**src/rtl/fat_pkg.sv**
```systemverilog
// Shared FAT32 definitions: result codes, entry constants, reader state encoding
// and the stored-word decode (each byte is kept nibble-swapped in the sector buffer).
package fat_pkg;

   localparam int          FAT_ENTRIES  = 128;
   localparam logic [31:0] FAT_EOF_MIN  = 32'h0FFF_FFF8;
   localparam logic [31:0] FAT_BAD      = 32'h0FFF_FFF7;
   localparam logic [31:0] FAT_EOF_WORD = 32'hf0ff_ffff;

   typedef enum logic [2:0] {
      RK_EOF   = 3'd0,
      RK_EXIT  = 3'd1,
      RK_BAD   = 3'd2,
      RK_FREE  = 3'd3,
      RK_LOOP  = 3'd4,
      RK_RANGE = 3'd5
   } result_kind_e;

   typedef enum logic [2:0] {
      ST_IDLE  = 3'd0,
      ST_SCAN  = 3'd1,
      ST_DRAIN = 3'd2,
      ST_FREQ  = 3'd3,
      ST_FWAIT = 3'd4,
      ST_FIN   = 3'd5
   } state_e;

   // Swap nibbles within every byte, then keep the 28 significant entry bits.
   function automatic logic [27:0] fat_decode(input logic [31:0] word);
      logic [31:0] s;
      for (int b = 0; b < 4; b++)
         s[b*8 +: 8] = {word[b*8 +: 4], word[b*8+4 +: 4]};
      return s[27:0];
   endfunction

endpackage

```
**src/rtl/fat_entry_decode.sv**
```systemverilog
// Combinational FAT32 entry decoder: stored buffer word in, 28-bit value and
// FREE / BAD / EOF / link class flags out.
module fat_entry_decode
   import fat_pkg::*;
(
   input  logic [31:0] i_word,
   output logic [27:0] o_value,
   output logic        o_free,
   output logic        o_bad,
   output logic        o_eof,
   output logic        o_link
);

   logic [31:0] w_val32;

   assign o_value = fat_decode(i_word);
   assign w_val32 = {4'h0, o_value};

   assign o_free = (w_val32 == 32'd0);
   assign o_bad  = (w_val32 == FAT_BAD) || (w_val32 == 32'd1);
   assign o_eof  = (w_val32 >= FAT_EOF_MIN);
   assign o_link = !(o_free || o_bad || o_eof);

endmodule

```
**src/rtl/fat_sector_chain_reader.sv**
```systemverilog
// Reads one 128-entry FAT32 sector: optional free-entry scan (FAT_FREE_SCAN_EN),
// then follows a cluster chain until EOF, exit from the sector, corruption or a loop.
module fat_sector_chain_reader
   import fat_pkg::*;
#(
   parameter int ENTRIES = FAT_ENTRIES,
   parameter int ADDR_W  = 7
) (
   input  logic              i_clk,
   input  logic              i_rst_n,
   input  logic              i_start,
   input  logic [31:0]       i_sector_base_clust,
   input  logic [31:0]       i_chain_clust,
   output logic              o_rena_sr,
   output logic [ADDR_W-1:0] o_raddr_sr,
   input  logic [31:0]       i_output_sr,
   output logic              o_busy,
   output logic              o_done,
   output logic [2:0]        o_result_kind,
   output logic [31:0]       o_last_clust,
   output logic [31:0]       o_next_clust,
   output logic [7:0]        o_chain_len,
   output logic [7:0]        o_free_count
);

   state_e       r_state, w_state_nxt;
   logic [31:0]  r_base, r_cur, r_last, r_next;
   logic [2:0]   r_kind;
   logic [7:0]   r_len;
   logic         r_done;

   logic [27:0]  w_value;
   logic [31:0]  w_val32;
   logic         w_free, w_bad, w_eof, w_link;
   logic         w_accept, w_in_range, w_out_win, w_fw_end;
   logic [7:0]   w_len_inc;
   result_kind_e w_fw_kind;

   fat_entry_decode u_dec (
      .i_word  (i_output_sr),
      .o_value (w_value),
      .o_free  (w_free),
      .o_bad   (w_bad),
      .o_eof   (w_eof),
      .o_link  (w_link)
   );

   assign w_val32 = {4'h0, w_value};

   // The DONE cycle is already IDLE; a START landing there is deliberately dropped.
   assign w_accept   = (r_state == ST_IDLE) && i_start && !r_done;
   assign w_in_range = (i_chain_clust >= 32'd2) &&
                       (i_chain_clust >= i_sector_base_clust) &&
                       (i_chain_clust <= i_sector_base_clust + 32'(ENTRIES-1));
   assign w_out_win  = (w_val32 < r_base) || (w_val32 > r_base + 32'(ENTRIES-1));
   assign w_len_inc  = (r_len == 8'(ENTRIES)) ? r_len : r_len + 8'd1;

   always_comb begin
      w_fw_end  = 1'b1;
      w_fw_kind = RK_EOF;
      if (w_eof)                        w_fw_kind = RK_EOF;
      else if (w_bad)                   w_fw_kind = RK_BAD;
      else if (w_free)                  w_fw_kind = RK_FREE;
      else if (w_link && w_out_win)     w_fw_kind = RK_EXIT;
      else if (w_len_inc == 8'(ENTRIES)) w_fw_kind = RK_LOOP;
      else                              w_fw_end  = 1'b0;
   end

`ifdef FAT_FREE_SCAN_EN
   logic [ADDR_W-1:0] r_scan_addr;
   logic [ADDR_W-1:0] r_scan_idx;
   logic              r_scan_vld;
   logic [7:0]        r_free;
`endif

   // ---------------- FSM: state register ----------------
   always_ff @(posedge i_clk or negedge i_rst_n) begin
      if (!i_rst_n) r_state <= ST_IDLE;
      else          r_state <= w_state_nxt;
   end

   // ---------------- FSM: next state ----------------
   always_comb begin
      w_state_nxt = r_state;
      case (r_state)
         ST_IDLE: begin
            if (w_accept) begin
`ifdef FAT_FREE_SCAN_EN
               w_state_nxt = w_in_range ? ST_SCAN : ST_FIN;
`else
               w_state_nxt = w_in_range ? ST_FREQ : ST_FIN;
`endif
            end
         end
`ifdef FAT_FREE_SCAN_EN
         ST_SCAN:  if (r_scan_addr == ADDR_W'(ENTRIES-1)) w_state_nxt = ST_DRAIN;
         ST_DRAIN: w_state_nxt = ST_FREQ;
`endif
         ST_FREQ:  w_state_nxt = ST_FWAIT;
         ST_FWAIT: w_state_nxt = w_fw_end ? ST_FIN : ST_FREQ;
         ST_FIN:   w_state_nxt = ST_IDLE;
         default:  w_state_nxt = ST_IDLE;
      endcase
   end

   // ---------------- FSM: outputs ----------------
   always_comb begin
      o_rena_sr  = 1'b0;
      o_raddr_sr = '0;
      o_busy     = (r_state != ST_IDLE);
      case (r_state)
`ifdef FAT_FREE_SCAN_EN
         ST_SCAN: begin
            o_rena_sr  = 1'b1;
            o_raddr_sr = r_scan_addr;
         end
`endif
         ST_FREQ: begin
            o_rena_sr  = 1'b1;
            o_raddr_sr = ADDR_W'(r_cur - r_base);
         end
         default: ;
      endcase
   end

   // ---------------- datapath ----------------
   always_ff @(posedge i_clk or negedge i_rst_n) begin
      if (!i_rst_n) begin
         r_base <= '0;
         r_cur  <= '0;
         r_last <= '0;
         r_next <= '0;
         r_kind <= '0;
         r_len  <= '0;
         r_done <= 1'b0;
      end else begin
         r_done <= (r_state == ST_FIN);
         case (r_state)
            ST_IDLE: begin
               if (w_accept) begin
                  r_base <= i_sector_base_clust;
                  r_cur  <= i_chain_clust;
                  r_len  <= '0;
                  if (!w_in_range) begin
                     r_kind <= RK_RANGE;
                     r_last <= i_chain_clust;
                     r_next <= '0;
                  end
               end
            end
            ST_FWAIT: begin
               r_last <= r_cur;
               r_next <= w_val32;
               r_len  <= w_len_inc;
               if (w_fw_end) r_kind <= w_fw_kind;
               else          r_cur  <= w_val32;
            end
            default: ;
         endcase
      end
   end

`ifdef FAT_FREE_SCAN_EN
   // Read data trails the address by one cycle, so the class is judged on the
   // delayed index; entries 0/1 of sector 0 are reserved and never counted.
   always_ff @(posedge i_clk or negedge i_rst_n) begin
      if (!i_rst_n) begin
         r_scan_addr <= '0;
         r_scan_idx  <= '0;
         r_scan_vld  <= 1'b0;
         r_free      <= '0;
      end else begin
         r_scan_vld <= (r_state == ST_SCAN);
         r_scan_idx <= r_scan_addr;
         if (w_accept) begin
            r_scan_addr <= '0;
            r_free      <= '0;
         end else if (r_state == ST_SCAN) begin
            r_scan_addr <= r_scan_addr + ADDR_W'(1);
         end
         if (r_scan_vld && w_free &&
             !((r_base == 32'd0) && (r_scan_idx < ADDR_W'(2))))
            r_free <= r_free + 8'd1;
      end
   end

   assign o_free_count = r_free;
`else
   assign o_free_count = 8'd0;
`endif

   assign o_done        = r_done;
   assign o_result_kind = r_kind;
   assign o_last_clust  = r_last;
   assign o_next_clust  = r_next;
   assign o_chain_len   = r_len;

endmodule

```
**config.mk**
```make
export PLATFORM = sky130hd
export DESIGN_NAME = fat_sector_chain_reader
export DESIGN_NICKNAME = d
export VERILOG_FILES = /design/src/rtl/fat_pkg.sv /design/src/rtl/fat_entry_decode.sv /design/src/rtl/fat_sector_chain_reader.sv
export SDC_FILE = /design/constraint.sdc
export NUM_CORES = 1
export LEC_CHECK = 0
export CAP_MARGIN = 20
export CORE_UTILIZATION = 30
export CTS_CLUSTER_SIZE = 12
export DETAILED_ROUTE_END_ITERATION = 7
export PLACE_DENSITY = 0.63
export REMOVE_ABC_BUFFERS = 1
export SLEW_MARGIN = 10
export SYNTH_ARGS = -nofsm -noshare
export SYNTH_HDL_FRONTEND = slang
export SYNTH_SLANG_ARGS = --single-unit
```
**constraint.sdc**
```tcl
create_clock -name i_clk -period 10.6 [get_ports i_clk]
set_clock_uncertainty 0.2 [all_clocks]
set_input_delay 1.59 -clock i_clk [delete_from_list [all_inputs] [get_ports i_clk]]
set_output_delay 1.59 -clock i_clk [all_outputs]
set_load 0.005 [all_outputs]
```
======== Yosys cells after proc, flatten, opt, wreduce, memory -nomap -nowiden ========
Cells that the tools add are included.
Widths: inputs -> output; s select.
word-level totals
  register bits after elaboration ......... 143
  output and inout port bits .............. 93
cells by class
  add/subtract/negate cells ............... 4
  magnitude comparators ................... 6
  equal/unequal tests ..................... 11
  multiplexer cells ....................... 32
  reductions and logical operators ........ 20
operators by type and width
  cell                   number
  $mux 32                6
  $pmux 32 s2            3
  $add 32x7->32 const B  2
  $mux 3                 11
  $ge 32x2->1 const B    1
  $ge 32x32->1           1
  $gt 28x32->1           1
  $le 32x32->1           1
  $logic_not 32->1       1
  $lt 28x32->1           1
  $eq 28x1->1 const B    1
  $eq 28x28->1 const B   1
  $ge 28x28->1 const B   1
  $eq 8x8->1 const B     2
  $mux 8                 2
  $pmux 8 s2             1
  $pmux 3 s3             1
  $add 8x1->8 const B    1
  $ne 2x2->1 const B     4
  $mux 7                 1
  $sub 7x7->7            1
  $eq 3x3->1 const B     2
  $mux 1                 6
  $pmux 3 s2             1
  other kinds (10)       20

======== Logic depth before layout (Yosys ltp) ========
  depth in word-level cells ............... 12
  gate-level depth with buffers ........... 20

======== Hierarchy ========
Synthesis repeated with hierarchy kept, for this count alone.
second synthesis, totals
  cell total of the unflattened synthesis .. 1219
  area, all modules ....................... 10794.1 um^2
modules (own cells, without submodules)
  module                   times used  cells each  area an instance (um^2)  sequential area each (um^2)
  fat_sector_chain_reader  1           1164        10407.5                  3478.3
  fat_entry_decode         1           55          386.6                    0.0

======== Worst setup path after synthesis ========
Ideal clock, no wire load.
  path type ............................... input-to-reg
  start point ............................. in i_sector_base_clust[4]
  end point ............................... reg r_next[17] (netlist: o_next_clust[17])
  library setup time ...................... 0.065 ns
  data arrival time ....................... 5.382 ns
  required time ........................... 10.335 ns
  slack ................................... 4.953 ns
  stages on the path ...................... 19
  path buffers ............................ 2
  cell sequence ........................... inv_1 nand4_1 nor4_1 nor2_1 and4_1 nand3_1 nor4_1 xnor2_1 ha_1 nand4_1 or3_1 nor3_1 a31oi_1 a311o_1 o21ai_1 buf_2 buf_1 nand2_1 nand2_1
on the way
  cells in the longest elaborated chain, start to end .. 5
  elaborated cells on any way between the ends .. 7
  classes of those cells .................. add/sub (1); order compare (2); eq/ne (1); reduce/logical (3)
ends and longest elaborated chain
  element                                            RTL line                                                      RTL
  from (decl)                                        fat_sector_chain_reader.sv:12                                 input logic [31:0] i_sector_base_clust,
  $add 32x7->32 or $ge 32x32->1 (tied branches)      fat_sector_chain_reader.sv:54, fat_sector_chain_reader.sv:53
  $le 32x32->1 or $logic_and 1x1->1 (tied branches)  fat_sector_chain_reader.sv:54, fat_sector_chain_reader.sv:52
  $logic_and 1x1->1 (*)                              fat_sector_chain_reader.sv:53                                 (i_chain_clust >= i_sector_base_clust) &&
  $ne 2x2->1 (no source line) (*)                    --
  $reduce_and 3->1 (no source line) (*)              --
  to (signal assigned)                               fat_sector_chain_reader.sv:153                                r_next <= w_val32;
  to (decl)                                          fat_sector_chain_reader.sv:27                                 logic [31:0] r_base, r_cur, r_last, r_next;
Mark *: on every way between the ends. The rest lies on a longest branch, timed or not.
A chain may end at the register's enable or synchronous reset.

======== Worst setup path after layout ========
  start point ............................. in i_sector_base_clust[3]
  end point ............................... reg r_last[6] (netlist: o_last_clust[6])
on the way
  cells in the longest elaborated chain, start to end .. 5
  elaborated cells on any way between the ends .. 7
  classes of those cells .................. add/sub (1); order compare (2); eq/ne (1); reduce/logical (3)
ends and longest elaborated chain
  element                                            RTL line                                                      RTL
  $add 32x7->32 or $ge 32x32->1 (tied branches)      fat_sector_chain_reader.sv:54, fat_sector_chain_reader.sv:53
  $le 32x32->1 or $logic_and 1x1->1 (tied branches)  fat_sector_chain_reader.sv:54, fat_sector_chain_reader.sv:52
  $logic_and 1x1->1 (*)                              fat_sector_chain_reader.sv:53
  $ne 2x2->1 (no source line) (*)                    --
  $reduce_and 3->1 (no source line) (*)              --
  to (signal assigned)                               fat_sector_chain_reader.sv:146                                r_last <= i_chain_clust;
  to (signal assigned)                               fat_sector_chain_reader.sv:152                                r_last <= r_cur;
  to (decl)                                          fat_sector_chain_reader.sv:27
Marks and branches as above.

==> summary.txt <==
Outcome
  • Outcome: finished, final reports clean

CTS
  • TritonCTS Buffers: 17
  • TritonCTS clock tree: yes
  • CTS resizes: 0
  • TritonCTS sink count: roughly 140
  • Hold buffers post-CTS: 0
  • Worst-path clk slew: 0.06 ns
  • Clk_lat worst skew: 0.44 ns
  • Deepest clock path buffer count: 2
  • H-tree Lvls: 4
  • Post-CTS Setup Bufs: 0
  • Clock root buffer: clkbuf_16

STA
  • Unrepaired setup endpoints after global routing: false
  • Worst slew margin: 0.325
  • Fmax: roughly 140 MHz
  • # setup viols final: 0
  • Fin. Hold Viols: 0
  • Minimum period implied by the final worst setup slack: roughly 7.0 ns
  • TNS Setup: 0 ns
  • Final Cycle Share: 0.665
  • Slew Limit Fails: 0
  • Worst-margin pin slew: 1.01 ns

Synthesis
  • Yosys warns: 0
  • Simple-gate portion of the synthesized area: 0.204
  • Seq/Total Area, Yosys: 0.335
  • Synth Register Bits: 139
  • Top cells by area, synth: dfrtp_1 34%, ha_1 16%, nand2_1 9.3%, xnor2_1 5.3%, mux2_4 3.8%
  • Synth Area in Adders: 0.159
  • Synthesized area: 0.0104 mm2
  • Mapped Avg Cell Area: 8.65 um2
  • Post-synth EDFFs: 0
  • Multiplexer area fraction after synthesis: 0.0490
  • Post-synthesis compound-gate area fraction: 0.144
  • Xor/xnor share of the synthesized area: 0.0566
  • Synth async-reset ratio: 1.00
  • Largest family of logic cells by synthesized area: simple AND/OR/NAND/NOR gates
  • Share of the synthesized area in the top cell type: 0.335
  • Mapped Cells: 1199
  • Number of distinct library cells after synthesis: 62
  • Synth area leader: dfrtp_1
  • Synth Flop Type: dfrtp_1

Floorplanning
  • Die Y: between 150 and 200 um
  • Core Rows: 67
  • DIE AREA: 0.0353 mm2
  • Die Span X: 188 um
  • Core ar.: 0.0338 mm2
  • Starting Density: 0.307
  • Total I/O pin count: 192

Route
  • Initial DRT Pass Iterations: 4
  • Met3 routed WL: a little under 2000 um
  • Antenna viol nets, final: 0
  • Via count: ~9400
  • DRC: 0
  • Final WL: 33200 um
  • Drt initial violations: 490
  • Drt via density: 5.12
  • Met2 wire length: 15000 um
  • Top sig layer: met5
  • Post-DR wirelength/cell: 18.2 um
  • M1 wire length: 15800 um

Final layout
  • Layout Cells excl Fill: approximately 1800
  • Final Instance Area: 0.0132 mm2
  • Area Growth Syn to Fin: 27.6%
  • FF+latch area: 0.00348 mm2
  • Nets@finish: 1595
  • Area occupied by multi-input gates: 0.00642 mm2
  • Share of cells above drive strength 1: 0.0566
  • Fillers: 3401
  • Ant diodes: 0

Placement
  • Post-DP HPWL: 25300 um
  • Port buffer count: 175
  • Routability cong.: 0.892
  • Dpl cells: 1794
  • Placed Area: 0.0126 mm2

Pwr
  • PwrDens: between 200 and 300 mW/mm2
  • Leakage: about 6 nW
  • Worst vdd ir: 0.226 mV

Job
  • MaxCap Viol Count: 0

Worst setup path
  • Kind of critical path: in -> reg
  • WP data required: 10.73 ns
  • Crit path max fanout: 39
  • Cells along the critical path: clkdlybuf4s50_1 -> inv_1 -> nand4_1 -> nor4_1 -> buf_4 -> nor2_1 -> and4_1 -> nand3_1 -> nor4_1 -> xnor2_1 -> ha_1 -> nand4_1 -> or3_1 -> nor3_1 -> a31oi_1 -> a311o_1 -> o21ai_4 -> buf_4 -> a21oi_1 -> a21o_1
  • Largest stage delay, worst path: 0.71 ns
  • Setup crit end kind: register
  • Crit start category: primary input
  • Data arrival time of the worst path: 7.17 ns
  • Crit path buf inv count: 4
  • Critical path's top delay family: simple AND/OR/NAND/NOR gates
  • CP max stage cell: o21ai_4

Hold path
  • Worst min path class: reg -> reg

Global route
  • Vias in the first global route: 9343
  • Largest net degree at the start of global routing: 85
  • Grt total ovfl: 0
  • GR Util All Layers: 0.191
  • Global-route wire length before repair: 52000 um
  • Initial antenna violation count: 1
worst reg2reg max path: stages, from the launching register on:
cell	delay (ns)
dfrtp_1	0.43
nand4_1	0.15
nor4_1	0.40
nand2_1	0.30
nor4_1	0.36
xnor2_1	0.17
ha_1	0.28
a21oi_1	0.16
o21ai_0	0.14
a2111oi_0	0.47
o211ai_1	0.16
o2bb2ai_1	0.52
o211ai_4	0.18
a21oi_4	0.20
buf_4	0.55
mux2_2	0.43
cell usage after synthesis (6+ instances only):
master	instances
nor2_1	39
a31oi_1	8
and3_1	8
buf_4	12
nand4_1	35
mux2_4	26
a21o_1	38
xnor2_1	63
nand2_1	258
o21ai_0	74
and4_1	14
o21a_1	7
inv_1	76
nor4_1	22
mux2_2	6
a21oi_1	76
nand3_1	36
o211ai_1	6
dfrtp_1	139
clkbuf_1	25
nor3_1	20
ha_1	130
routing by layer:
| layer | GRT usage | vias to the layer above |
|---|---|---|
| met5 | 0 | - |
| met2 | 0.306 | 261 |
| met3 | 0.0438 | 33 |
| li1 | - | 4545 |
| met1 | 0.259 | 4510 |
| met4 | 0.0466 | 2 |
registers in the layout (all words and copies together), names as in the netlist:
signal	cells
o_next_clust	28
r_base	32
o_last_clust	32
o_result_kind	3
r_state	3
o_done	1
r_cur	32
o_chain_len	8
worst paths after layout:
| kind | start | end | slack (ns) | depth (start not counted) |
|---|---|---|---|---|
| worst max-delay path | i_sector_base_clust[3] | o_last_clust[6] | 3.56 | 20 |
| worst min-delay path | o_last_clust[11] | o_last_clust[11] | 0.27 | 1 |
| worst max register to register | r_base[16] | r_cur[1] | 5.39 | 15 |
| worst min register to register | o_last_clust[11] | o_last_clust[11] | 0.27 | 1 |
| max in group asynchronous | i_rst_n | r_cur[25] | 7.92 | 2 |
| min in group asynchronous | i_rst_n | o_last_clust[12] | 0.98 | 1 |
cell type report:
type | count | share of cell area
clock buffers | 21 | 0.0355
clock inverters | 10 | 0.0159
inverters | 77 | 0.0218
multi-input cells | 948 | 0.485
flip-flops and latches | 139 | 0.263
well taps | 448 | 0.0424
repair buffers | 182 | 0.136
power breakdown:
part	internal, mW	switching [mW]	total [mW]
clock network	0.460	0.244	0.704
registers	0.777	0.177	0.954
logic	0.814	0.884	1.70
total	2.05	1.31	3.36
through the flow:
step / utilization / setup slack, ns / power (mW) / hold WS, ns
2_1_floorplan: - / 2.54 / 2.03 / 0.270
3_3_place_gp: 0.372 / 3.11 / 2.62 / 0.259
3_5_place_dp: 0.372 / 3.11 / 2.66 / 0.264
4_1_cts: 0.392 / 3.55 / 3.40 / 0.278
5_1_grt: 0.392 / 3.06 / 3.63 / 0.293
6_report: 0.392 / 3.56 / 3.36 / 0.275
cell families after synthesis:
family                   Yosys count
AO/OA/AOI/OAI                    243
XOR/XNOR                          67
adder cells (fa/ha/maj)          131
buffers and inverters            123
flip-flops                       139
multiplexers                      37
other                              1
AND/OR/NAND/NOR                  458
placed cells by master, fill, tap and decap left out, drive strengths merged, types with 6 or more instances in the layout:
| cell | instances |
|---|---|
| inv | 78 |
| clkbuf | 21 |
| nor2 | 39 |
| o21a | 7 |
| nand3 | 37 |
| and3 | 8 |
| and4 | 14 |
| nand2 | 258 |
| nand4 | 35 |
| o21ai | 76 |
| nor3 | 20 |
| o211ai | 7 |
| a21oi | 77 |
| xnor2 | 63 |
| buf | 8 |
| a31oi | 8 |
| ha | 130 |
| mux2 | 32 |
| conb | 12 |
| clkdlybuf4s50 | 174 |
| nor4 | 23 |
| a21o | 38 |
| bufinv | 6 |
| dfrtp | 139 |
Power figures use the tool's default switching activity.
